$ cat src/rtl/mem_wb_pipe_if.sv
// MEM/WB handshake bundle: MEM-side offer and WB-side head entry.
// The slave modport is the pipe's view; master is the surrounding stages.
interface mem_wb_pipe_if #(
    parameter int DATA_W = 32,
    parameter int ADDR_W = 5
);
    logic              mem_valid;
    logic              mem_ready;
    logic [ADDR_W-1:0] mem_reg_waddr;
    logic              mem_we;
    logic [DATA_W-1:0] mem_reg_wdata;

    logic              wb_valid;
    logic              wb_ready;
    logic [ADDR_W-1:0] wb_reg_waddr;
    logic              wb_we;
    logic [DATA_W-1:0] wb_reg_wdata;

    modport slave (
        input  mem_valid,
        input  mem_reg_waddr,
        input  mem_we,
        input  mem_reg_wdata,
        input  wb_ready,
        output mem_ready,
        output wb_valid,
        output wb_reg_waddr,
        output wb_we,
        output wb_reg_wdata
    );

    modport master (
        output mem_valid,
        output mem_reg_waddr,
        output mem_we,
        output mem_reg_wdata,
        output wb_ready,
        input  mem_ready,
        input  wb_valid,
        input  wb_reg_waddr,
        input  wb_we,
        input  wb_reg_wdata
    );
endinterface

$ cat src/rtl/mem_wb_pipe.sv
// MEM/WB register with a two-entry skid buffer (main = head, skid = overflow).
// Optional ID/EX bypass outputs are enabled with macro MEM_WB_FWD_EN.
module mem_wb_pipe #(
    parameter int DATA_W    = 32,
    parameter int ADDR_W    = 5,
    parameter bit ZERO_DROP = 1'b1
) (
    input  logic              clk,
    input  logic              rst,
    input  logic              flush,
    mem_wb_pipe_if.slave      bus,
`ifdef MEM_WB_FWD_EN
    output logic              fwd_valid,
    output logic [ADDR_W-1:0] fwd_waddr,
    output logic [DATA_W-1:0] fwd_wdata,
`endif
    output logic [1:0]        occupancy
);

    logic              r_main_v;
    logic [ADDR_W-1:0] r_main_addr;
    logic              r_main_we;
    logic [DATA_W-1:0] r_main_data;

    logic              r_skid_v;
    logic [ADDR_W-1:0] r_skid_addr;
    logic              r_skid_we;
    logic [DATA_W-1:0] r_skid_data;

    logic [1:0]        r_occ;

    logic              w_push;
    logic              w_pop;
    logic              w_in_we;
    logic              w_head_free;

    logic              w_main_v_nx;
    logic [ADDR_W-1:0] w_main_addr_nx;
    logic              w_main_we_nx;
    logic [DATA_W-1:0] w_main_data_nx;

    logic              w_skid_v_nx;
    logic [ADDR_W-1:0] w_skid_addr_nx;
    logic              w_skid_we_nx;
    logic [DATA_W-1:0] w_skid_data_nx;

    // Ready depends only on the skid register, never on wb_ready.
    assign w_push      = bus.mem_valid & ~r_skid_v;
    assign w_pop       = r_main_v & bus.wb_ready;
    assign w_head_free = ~r_main_v | w_pop;

    assign w_in_we = bus.mem_we &
                     ~(ZERO_DROP && (bus.mem_reg_waddr == '0));

    always_comb begin
        w_main_v_nx    = r_main_v;
        w_main_addr_nx = r_main_addr;
        w_main_we_nx   = r_main_we;
        w_main_data_nx = r_main_data;
        w_skid_v_nx    = r_skid_v;
        w_skid_addr_nx = r_skid_addr;
        w_skid_we_nx   = r_skid_we;
        w_skid_data_nx = r_skid_data;

        if (flush) begin
            w_main_v_nx = 1'b0;
            w_skid_v_nx = 1'b0;
        end else if (w_head_free) begin
            if (r_skid_v) begin
                w_main_v_nx    = 1'b1;
                w_main_addr_nx = r_skid_addr;
                w_main_we_nx   = r_skid_we;
                w_main_data_nx = r_skid_data;
                w_skid_v_nx    = 1'b0;
            end else if (w_push) begin
                w_main_v_nx    = 1'b1;
                w_main_addr_nx = bus.mem_reg_waddr;
                w_main_we_nx   = w_in_we;
                w_main_data_nx = bus.mem_reg_wdata;
            end else begin
                w_main_v_nx = 1'b0;
            end
        end else if (w_push) begin
            w_skid_v_nx    = 1'b1;
            w_skid_addr_nx = bus.mem_reg_waddr;
            w_skid_we_nx   = w_in_we;
            w_skid_data_nx = bus.mem_reg_wdata;
        end
    end

    always_ff @(posedge clk or negedge rst) begin
        if (!rst) begin
            r_main_v    <= 1'b0;
            r_main_addr <= '0;
            r_main_we   <= 1'b0;
            r_main_data <= '0;
            r_skid_v    <= 1'b0;
            r_skid_addr <= '0;
            r_skid_we   <= 1'b0;
            r_skid_data <= '0;
            r_occ       <= 2'd0;
        end else begin
            r_main_v    <= w_main_v_nx;
            r_main_addr <= w_main_addr_nx;
            r_main_we   <= w_main_we_nx;
            r_main_data <= w_main_data_nx;
            r_skid_v    <= w_skid_v_nx;
            r_skid_addr <= w_skid_addr_nx;
            r_skid_we   <= w_skid_we_nx;
            r_skid_data <= w_skid_data_nx;
            r_occ       <= {1'b0, w_main_v_nx} +
                           {1'b0, w_skid_v_nx};
        end
    end

    assign bus.mem_ready    = ~r_skid_v;
    assign bus.wb_valid     = r_main_v;
    assign bus.wb_reg_waddr = r_main_addr;
    assign bus.wb_we        = r_main_v & r_main_we;
    assign bus.wb_reg_wdata = r_main_data;
    assign occupancy        = r_occ;

`ifdef MEM_WB_FWD_EN
    logic w_skid_fwd;
    logic w_main_fwd;

    // Skid is younger than main, so it wins when both write.
    assign w_skid_fwd = r_skid_v & r_skid_we;
    assign w_main_fwd = r_main_v & r_main_we;

    always_comb begin
        fwd_valid = 1'b0;
        fwd_waddr = '0;
        fwd_wdata = '0;
        if (w_skid_fwd) begin
            fwd_valid = 1'b1;
            fwd_waddr = r_skid_addr;
            fwd_wdata = r_skid_data;
        end else if (w_main_fwd) begin
            fwd_valid = 1'b1;
            fwd_waddr = r_main_addr;
            fwd_wdata = r_main_data;
        end
    end
`endif

endmodule

$ cat src/flat_wrapper.sv
// flat-port wrapper written by rule: the top's interface ports become plain ports
module mem_wb_pipe_flat 
#(
    parameter int DATA_W    = 32,
    parameter int ADDR_W    = 5,
    parameter bit ZERO_DROP = 1'b1
)
  (clk, rst, flush, occupancy, bus_mem_valid, bus_mem_reg_waddr, bus_mem_we, bus_mem_reg_wdata, bus_wb_ready, bus_mem_ready, bus_wb_valid, bus_wb_reg_waddr, bus_wb_we, bus_wb_reg_wdata);
  mem_wb_pipe_if #(.DATA_W(DATA_W), .ADDR_W(ADDR_W)) bus_i ();
  input  logic clk;
  input  logic rst;
  input  logic flush;
  output logic [1:0] occupancy;
  input wire logic [$bits(bus_i.mem_valid)-1:0] bus_mem_valid;
  input wire logic [$bits(bus_i.mem_reg_waddr)-1:0] bus_mem_reg_waddr;
  input wire logic [$bits(bus_i.mem_we)-1:0] bus_mem_we;
  input wire logic [$bits(bus_i.mem_reg_wdata)-1:0] bus_mem_reg_wdata;
  input wire logic [$bits(bus_i.wb_ready)-1:0] bus_wb_ready;
  output wire logic [$bits(bus_i.mem_ready)-1:0] bus_mem_ready;
  output wire logic [$bits(bus_i.wb_valid)-1:0] bus_wb_valid;
  output wire logic [$bits(bus_i.wb_reg_waddr)-1:0] bus_wb_reg_waddr;
  output wire logic [$bits(bus_i.wb_we)-1:0] bus_wb_we;
  output wire logic [$bits(bus_i.wb_reg_wdata)-1:0] bus_wb_reg_wdata;
  assign bus_i.mem_valid = bus_mem_valid;
  assign bus_i.mem_reg_waddr = bus_mem_reg_waddr;
  assign bus_i.mem_we = bus_mem_we;
  assign bus_i.mem_reg_wdata = bus_mem_reg_wdata;
  assign bus_i.wb_ready = bus_wb_ready;
  assign bus_mem_ready = bus_i.mem_ready;
  assign bus_wb_valid = bus_i.wb_valid;
  assign bus_wb_reg_waddr = bus_i.wb_reg_waddr;
  assign bus_wb_we = bus_i.wb_we;
  assign bus_wb_reg_wdata = bus_i.wb_reg_wdata;
  mem_wb_pipe #(.DATA_W(DATA_W), .ADDR_W(ADDR_W), .ZERO_DROP(ZERO_DROP)) u_core (.clk(clk), .rst(rst), .flush(flush), .bus(bus_i), .occupancy(occupancy));
endmodule
$ cat config.mk
export PLATFORM = sky130hd
export DESIGN_NAME = mem_wb_pipe_flat
export DESIGN_NICKNAME = d
export VERILOG_FILES = /design/src/rtl/mem_wb_pipe_if.sv /design/src/rtl/mem_wb_pipe.sv /design/src/flat_wrapper.sv
export SDC_FILE = /design/constraint.sdc
export NUM_CORES = 1
export LEC_CHECK = 0
export ABC_AREA = 0
export CORE_MARGIN = 2
export CORE_UTILIZATION = 40
export CTS_BUF_LIST = sky130_fd_sc_hd__clkbuf_4 sky130_fd_sc_hd__clkbuf_8 sky130_fd_sc_hd__clkbuf_16
export DETAILED_ROUTE_END_ITERATION = 10
export PLACE_DENSITY = 0.79
export SLEW_MARGIN = 15
export SYNTH_ARGS = -nofsm -noshare
export SYNTH_HDL_FRONTEND = slang
export SYNTH_SLANG_ARGS = --single-unit
$ cat constraint.sdc
create_clock -name clk -period 3.65 [get_ports clk]
set_input_delay 0.365 -clock clk [delete_from_list [all_inputs] [get_ports clk]]
set_output_delay 0.365 -clock clk [all_outputs]
set_load 0.01 [all_outputs]
# After elaboration in Yosys (flattened, before gate mapping)
# Index checks and enable logic that the tools add are counted.
dict set report word_totals {
  word_cells 37
  output_inout_bits 42
  regBits 80
  inputBits 43
}
dict set report op_classes {
  n_mux 13
  bitwise_logic 10
  add_sub_neg 1
  reduce_logical 4
}
# op count
set op_table {}
lappend op_table {{32-bit two-way mux} 2}
lappend op_table {{5-bit two-way mux} 2}
lappend op_table {{1-bit two-way mux} 9}
lappend op_table {{3-bit AND reduction} 2}
lappend op_table {{5-bit logical NOT} 1}
lappend op_table {{1-bit NOT} 5}
lappend op_table {{1-bit AND} 4}
lappend op_table {{1-bit by 1-bit adder with 2-bit output} 1}
lappend op_table {{2-bit nonzero test} 1}
lappend op_table {{1-bit bitwise OR} 1}

# Depth between registers and ports, before layout
dict set report logic_depth {
  ltp_word 7
  ltp_mapped 5
  mapped_depth_nobuf 3
}

# Worst setup path after synthesis
# OpenSTA, ideal clock, no wires.
dict set report synth_timing {
  kind {register to register}
  from {register u_core.r_main_v, in the netlist u_core.bus.wb_valid}
  to {register u_core.r_main_data[23], in the netlist u_core.bus.wb_reg_wdata[23]}
  arrival_time_ns 1.459
  path_buffers 2
  setup_ns 0.128
  period_less_slack_ns 1.587
  t_required_ns 3.522
  stages_incl_launch_ff 6
  slack_ns 2.063
  cell_sequence {dfrtp_1 and2b_1 nor3_2 buf_4 buf_6 mux2_1}
}
dict set report synth_via {
  elab_chain_len 3
  word_cells_on_any_way 4
  cone_classes {bitwise (3); reduce/logical (1)}
}
# item line
set synth_rtl {}
lappend synth_rtl {{from (decl)} mem_wb_pipe.sv:20} ;# logic r_main_v;
lappend synth_rtl {{from (signal assigned)} mem_wb_pipe.sv:103} ;# r_main_v <= w_main_v_nx;
lappend synth_rtl {{1-bit AND or 1-bit NOT (tied branches)} {mem_wb_pipe.sv:49, mem_wb_pipe.sv:50}}
lappend synth_rtl {{1-bit bitwise OR *} mem_wb_pipe.sv:50} ;# assign w_head_free = ~r_main_v | w_pop;
lappend synth_rtl {{3-bit AND reduction (no source line) *} n/a}
lappend synth_rtl {{to (signal assigned)} mem_wb_pipe.sv:106} ;# r_main_data <= w_main_data_nx;
lappend synth_rtl {{to (decl)} mem_wb_pipe.sv:23} ;# logic [DATA_W-1:0] r_main_data;
# Mark *: on every way between the ends. The rest lies on a longest branch, timed or not.
# A chain may end at the register's enable or synchronous reset.

# Worst setup path after layout
dict set report layout_timing {
  from {register u_core.r_skid_v}
  to {output port bus_mem_ready}
}
dict set report layout_via {
  elab_chain_len 1
}
# item line
set layout_rtl {}
lappend layout_rtl {{from (decl)} mem_wb_pipe.sv:25} ;# logic r_skid_v;
lappend layout_rtl {{from (signal assigned)} mem_wb_pipe.sv:107} ;# r_skid_v <= w_skid_v_nx;
lappend layout_rtl {{1-bit NOT} mem_wb_pipe.sv:116} ;# assign bus.mem_ready = ~r_skid_v;
lappend layout_rtl {{to (decl)} flat_wrapper.sv:19} ;# output wire logic [$bits(bus_i.mem_ready)-1:0] bus_mem_ready;
# No other way between the ends.

==> impl_metrics.csv <==
group,metric,value,unit
global_routing,first_global_vias,2295,
setup_path,worstReg2RegStart,"u_core.r_skid_v$_DFF_PN0_",
min_path,min_delay_worst_type,"in2async",
timing,unrepaired_setup_endpoints_after_global_routing,"no",
floorplanning,dieWidth,98.0,µm
placement,gpl.final_weighted_congestion,0.684,
setup_path,cp-endpoint,"bus_mem_ready",
global_routing,globalRouteTotalUtil,0.148,
clock_tree,cts.sinks,80,
detailed_routing,drt_pass1_iterations,5,
layout,multiInputGateArea,0.00143,mm²
global_routing,global_route_wire_length_before_repair,11400,µm
yosys,yosys-mux-area-fraction,0.365,
setup_path,worstPathMaxFanout,24,
clock_tree,max-clock-path-buffers,2,
yosys,synth_compound_area_frac,0.00920,
yosys,synthesis.area_per_instance,15.9,µm²
clock_tree,tritoncts,"yes",
clock_tree,clkLatencyLatePin,0.33,ns
placement,detailed_place_hpwl,4450,µm
timing,period_needed,2.39,ns
setup_path,crit_path_max_incr_delay,0.67,ns
yosys,synth.distinct_cells,24,
setup_path,setup.worst_path.start_class,"flip-flop",
timing,worst-slew-pin-transition,0.997,ns
placement,port_buffers,84,
layout,layout.cells.most_common_list,"sky130_fd_sc_hd__mux2_2 (83), sky130_fd_sc_hd__clkdlybuf4s50_1 (83), sky130_fd_sc_hd__dfrtp_1 (79), sky130_fd_sc_hd__mux2_1 (20), sky130_fd_sc_hd__clkbuf_8 (10)",
yosys,synth_async_sr_flop_share,1.00,
timing,setup_tns,0,ns
setup_path,reg2reg_to,"u_core.bus.wb_reg_wdata[0]$_DFFE_PN0P_",
yosys,yosys.area.top_type_share,0.566,
flow_run,drv.max_cap_violation_count,0,
detailed_routing,drtAntennaViolNets,0,
setup_path,worst_path_arrival_time,2.02,ns
timing,relSlewSlack,0.335,
timing,max_freq,419,MHz
power_and_ir_drop,vdd_ir_drop_max,0.228,mV
setup_path,timing.critical_path.max_delay_family,"buffers and inverters",
detailed_routing,per_cell_via_count_in_the_routed_design,4.93,
layout,areaGrowthSynthToFinish,31.8,%
yosys,syn-instance-count,222,
yosys,synth_top_cell_by_area,"sky130_fd_sc_hd__dfrtp_1",
clock_tree,cts_buffers,9,
detailed_routing,detailedRoute.firstIterationViolations,51,
clock_tree,postCtsSetupRepairBufs,0,
detailed_routing,detailroute.via_count,2082,
setup_path,worst_setup_path_end_kind,"output port",
setup_path,worst-endpoint-required,3.28,ns
floorplanning,die_h,98.0,µm
yosys,mappedNetlistNets,266,
timing,timing.final.max_slew_violations,0,
yosys,mappedNetlistArea,0.00354,mm²
setup_path,worstPathBufferInverterCount,3,
power_and_ir_drop,powerDensity,514,mW/mm²
clock_tree,cts.clk_slew.worst_paths,0.08,ns
yosys,synth_simple_gate_area_share,0.0237,
detailed_routing,route.final.wire_length,6750,µm
yosys,synth-adder-area-share,0.00354,
floorplanning,row_count,34,
clock_tree,post_cts_resized,0,
clock_tree,root_buffer,"sky130_fd_sc_hd__clkbuf_8",
global_routing,largest_net_degree_at_the_start_of_global_routing,81,
timing,finalCritPeriodShare,0.654,
layout,drive_gt1_frac,0.373,
yosys,ys_seq_area_frac,0.566,
run_status,status,"finished clean",
setup_path,critical_path.slowest_cell,"sky130_fd_sc_hd__dfrtp_2",
power_and_ir_drop,leak_pwr,1.94,nW
yosys,primary_flip_flop_cell_chosen_by_synthesis_mapping,"sky130_fd_sc_hd__dfrtp_1",
yosys,synth_top_cells_by_area,"sky130_fd_sc_hd__dfrtp_1 (57%), sky130_fd_sc_hd__mux2_2 (26%), sky130_fd_sc_hd__mux2_1 (6.4%)",
setup_path,cp-startpoint,"u_core.r_skid_v$_DFF_PN0_",
layout,total_number_of_nets_in_the_final_design,353,
setup_path,rrSetupSlack,1.65,ns
yosys,synth-xor-area-share,0,
detailed_routing,drc_errors,0,
floorplanning,die_area,0.00961,mm²
setup_path,cp_num_cells,3,
setup_path,path_cells,"buf_4, inv_1, clkdlybuf4s50_1",
global_routing,antenna_violations_before_repair,0,
yosys,synth_warnings,0,
layout,total_area_of_sequential_cells,0.00200,mm²
timing,setup_viol,0,
yosys,yosys_register_bits,80,
setup_path,critPathKind,"reg2out",
global_routing,overflow,0,
layout,n_antenna_cell,0,
yosys,main_combinational_cell_family_by_area_after_synthesis,"multiplexers",
clock_tree,hold_buffers,0,
floorplanning,core,0.00864,mm²
yosys,synth-edff-count,0,
timing,clock_skew,0.00753,ns
setup_path,reg2regPathDepth,4,
timing,worst_hold_slack,0.196,ns
timing,timing_hold_violations_final,0,
floorplanning,top_level_ports,85,
clock_tree,h_tree_depth,3,
floorplanning,floorplan.initialDensity,0.410,
detailed_routing,drt-wirelength-per-cell,16.0,µm
layout,fillers,745,
==> metrics by stage <==
step	setup WS (ns)	utilization	area, µm²	total power, mW	instances
6_report	1.26	0.540	4660	2.40	422
5_1_grt	1.13	0.540	4660	2.53	422
4_1_cts	1.21	0.540	4660	2.44	422
3_5_place_dp	1.35	0.514	4440	1.72	406
3_3_place_gp	1.39	0.514	4440	1.69	406
2_1_floorplan	2.06	-	3540	1.43	222
==> worst reg2reg max path, stage by stage (launching register included) <==
cell	delay, ns
sky130_fd_sc_hd__dfrtp_2	0.67
sky130_fd_sc_hd__nor2_2	0.15
sky130_fd_sc_hd__nor3_4	0.13
sky130_fd_sc_hd__buf_4	0.51
sky130_fd_sc_hd__mux2_2	0.42
==> how the worst min path moves through the flow <==
stage	slack, ns	depth (start not counted)	from	end
finish	0.20	1	rst	u_core.bus.wb_reg_wdata[24]$_DFFE_PN0P_
global route	0.25	1	rst	u_core.bus.wb_reg_wdata[28]$_DFFE_PN0P_
global placement	0.46	1	u_core.r_skid_data[3]$_DFFE_PN0P_	u_core.r_skid_data[3]$_DFFE_PN0P_
CTS	0.22	1	rst	u_core.bus.wb_reg_wdata[28]$_DFFE_PN0P_
detailed placement	0.47	1	u_core.r_skid_data[0]$_DFFE_PN0P_	u_core.r_skid_data[0]$_DFFE_PN0P_
floorplan	0.07	0	rst	u_core.bus.wb_reg_waddr[0]$_DFFE_PN0P_
==> cells by family (layout without fill, tap and decap cells) <==
group	Yosys count	count (layout)
AO/OA/AOI/OAI	5	5
adder cells (fa/ha/maj)	1	1
buffers and inverters	15	107
flip-flops	80	80
multiplexers	112	112
AND/OR/NAND/NOR	9	9
==> routing by layer <==
layer  GRT usage  vias up  part of all wire
met5           0        -                 0
met4      0.0481        0                 0
met3      0.0408        0             0.043
met2       0.229       48              0.48
met1       0.204     1062              0.47
li1            -      972                 -
==> area by class of cell <==
type,count,area share
clock buffer,10,0.0295
sequential,80,0.430
tap,108,0.0290
timing repair buffer,88,0.186
clock inverter,6,0.0177
inverter,3,0.00241
multi-input combinational,127,0.306
==> synth_stat cells (3+ instances only) <==
cell type and n:
sky130_fd_sc_hd__buf_2 3, sky130_fd_sc_hd__buf_4 3, sky130_fd_sc_hd__buf_6 6, sky130_fd_sc_hd__dfrtp_1 80, sky130_fd_sc_hd__inv_1 3, sky130_fd_sc_hd__mux2_1 20, sky130_fd_sc_hd__mux2_2 83, sky130_fd_sc_hd__mux2_4 8
==> report_power, final <==
part           internal [mW]  switching [mW]
clock network          0.401           0.308
registers               1.07          0.0964
logic                  0.343           0.175
==> flip-flops by register name (all words and copies together) (netlist names) <==
name / count
u_core.bus.wb_reg_waddr: 5
u_core.r_main_we: 1
u_core.r_skid_addr: 5
u_core.r_skid_v: 1
u_core.bus.wb_reg_wdata: 32
u_core.r_skid_data: 32
u_core.bus.wb_valid: 1
u_core.occupancy: 2
u_core.r_skid_we: 1
(Power assumes the default switching activity.)
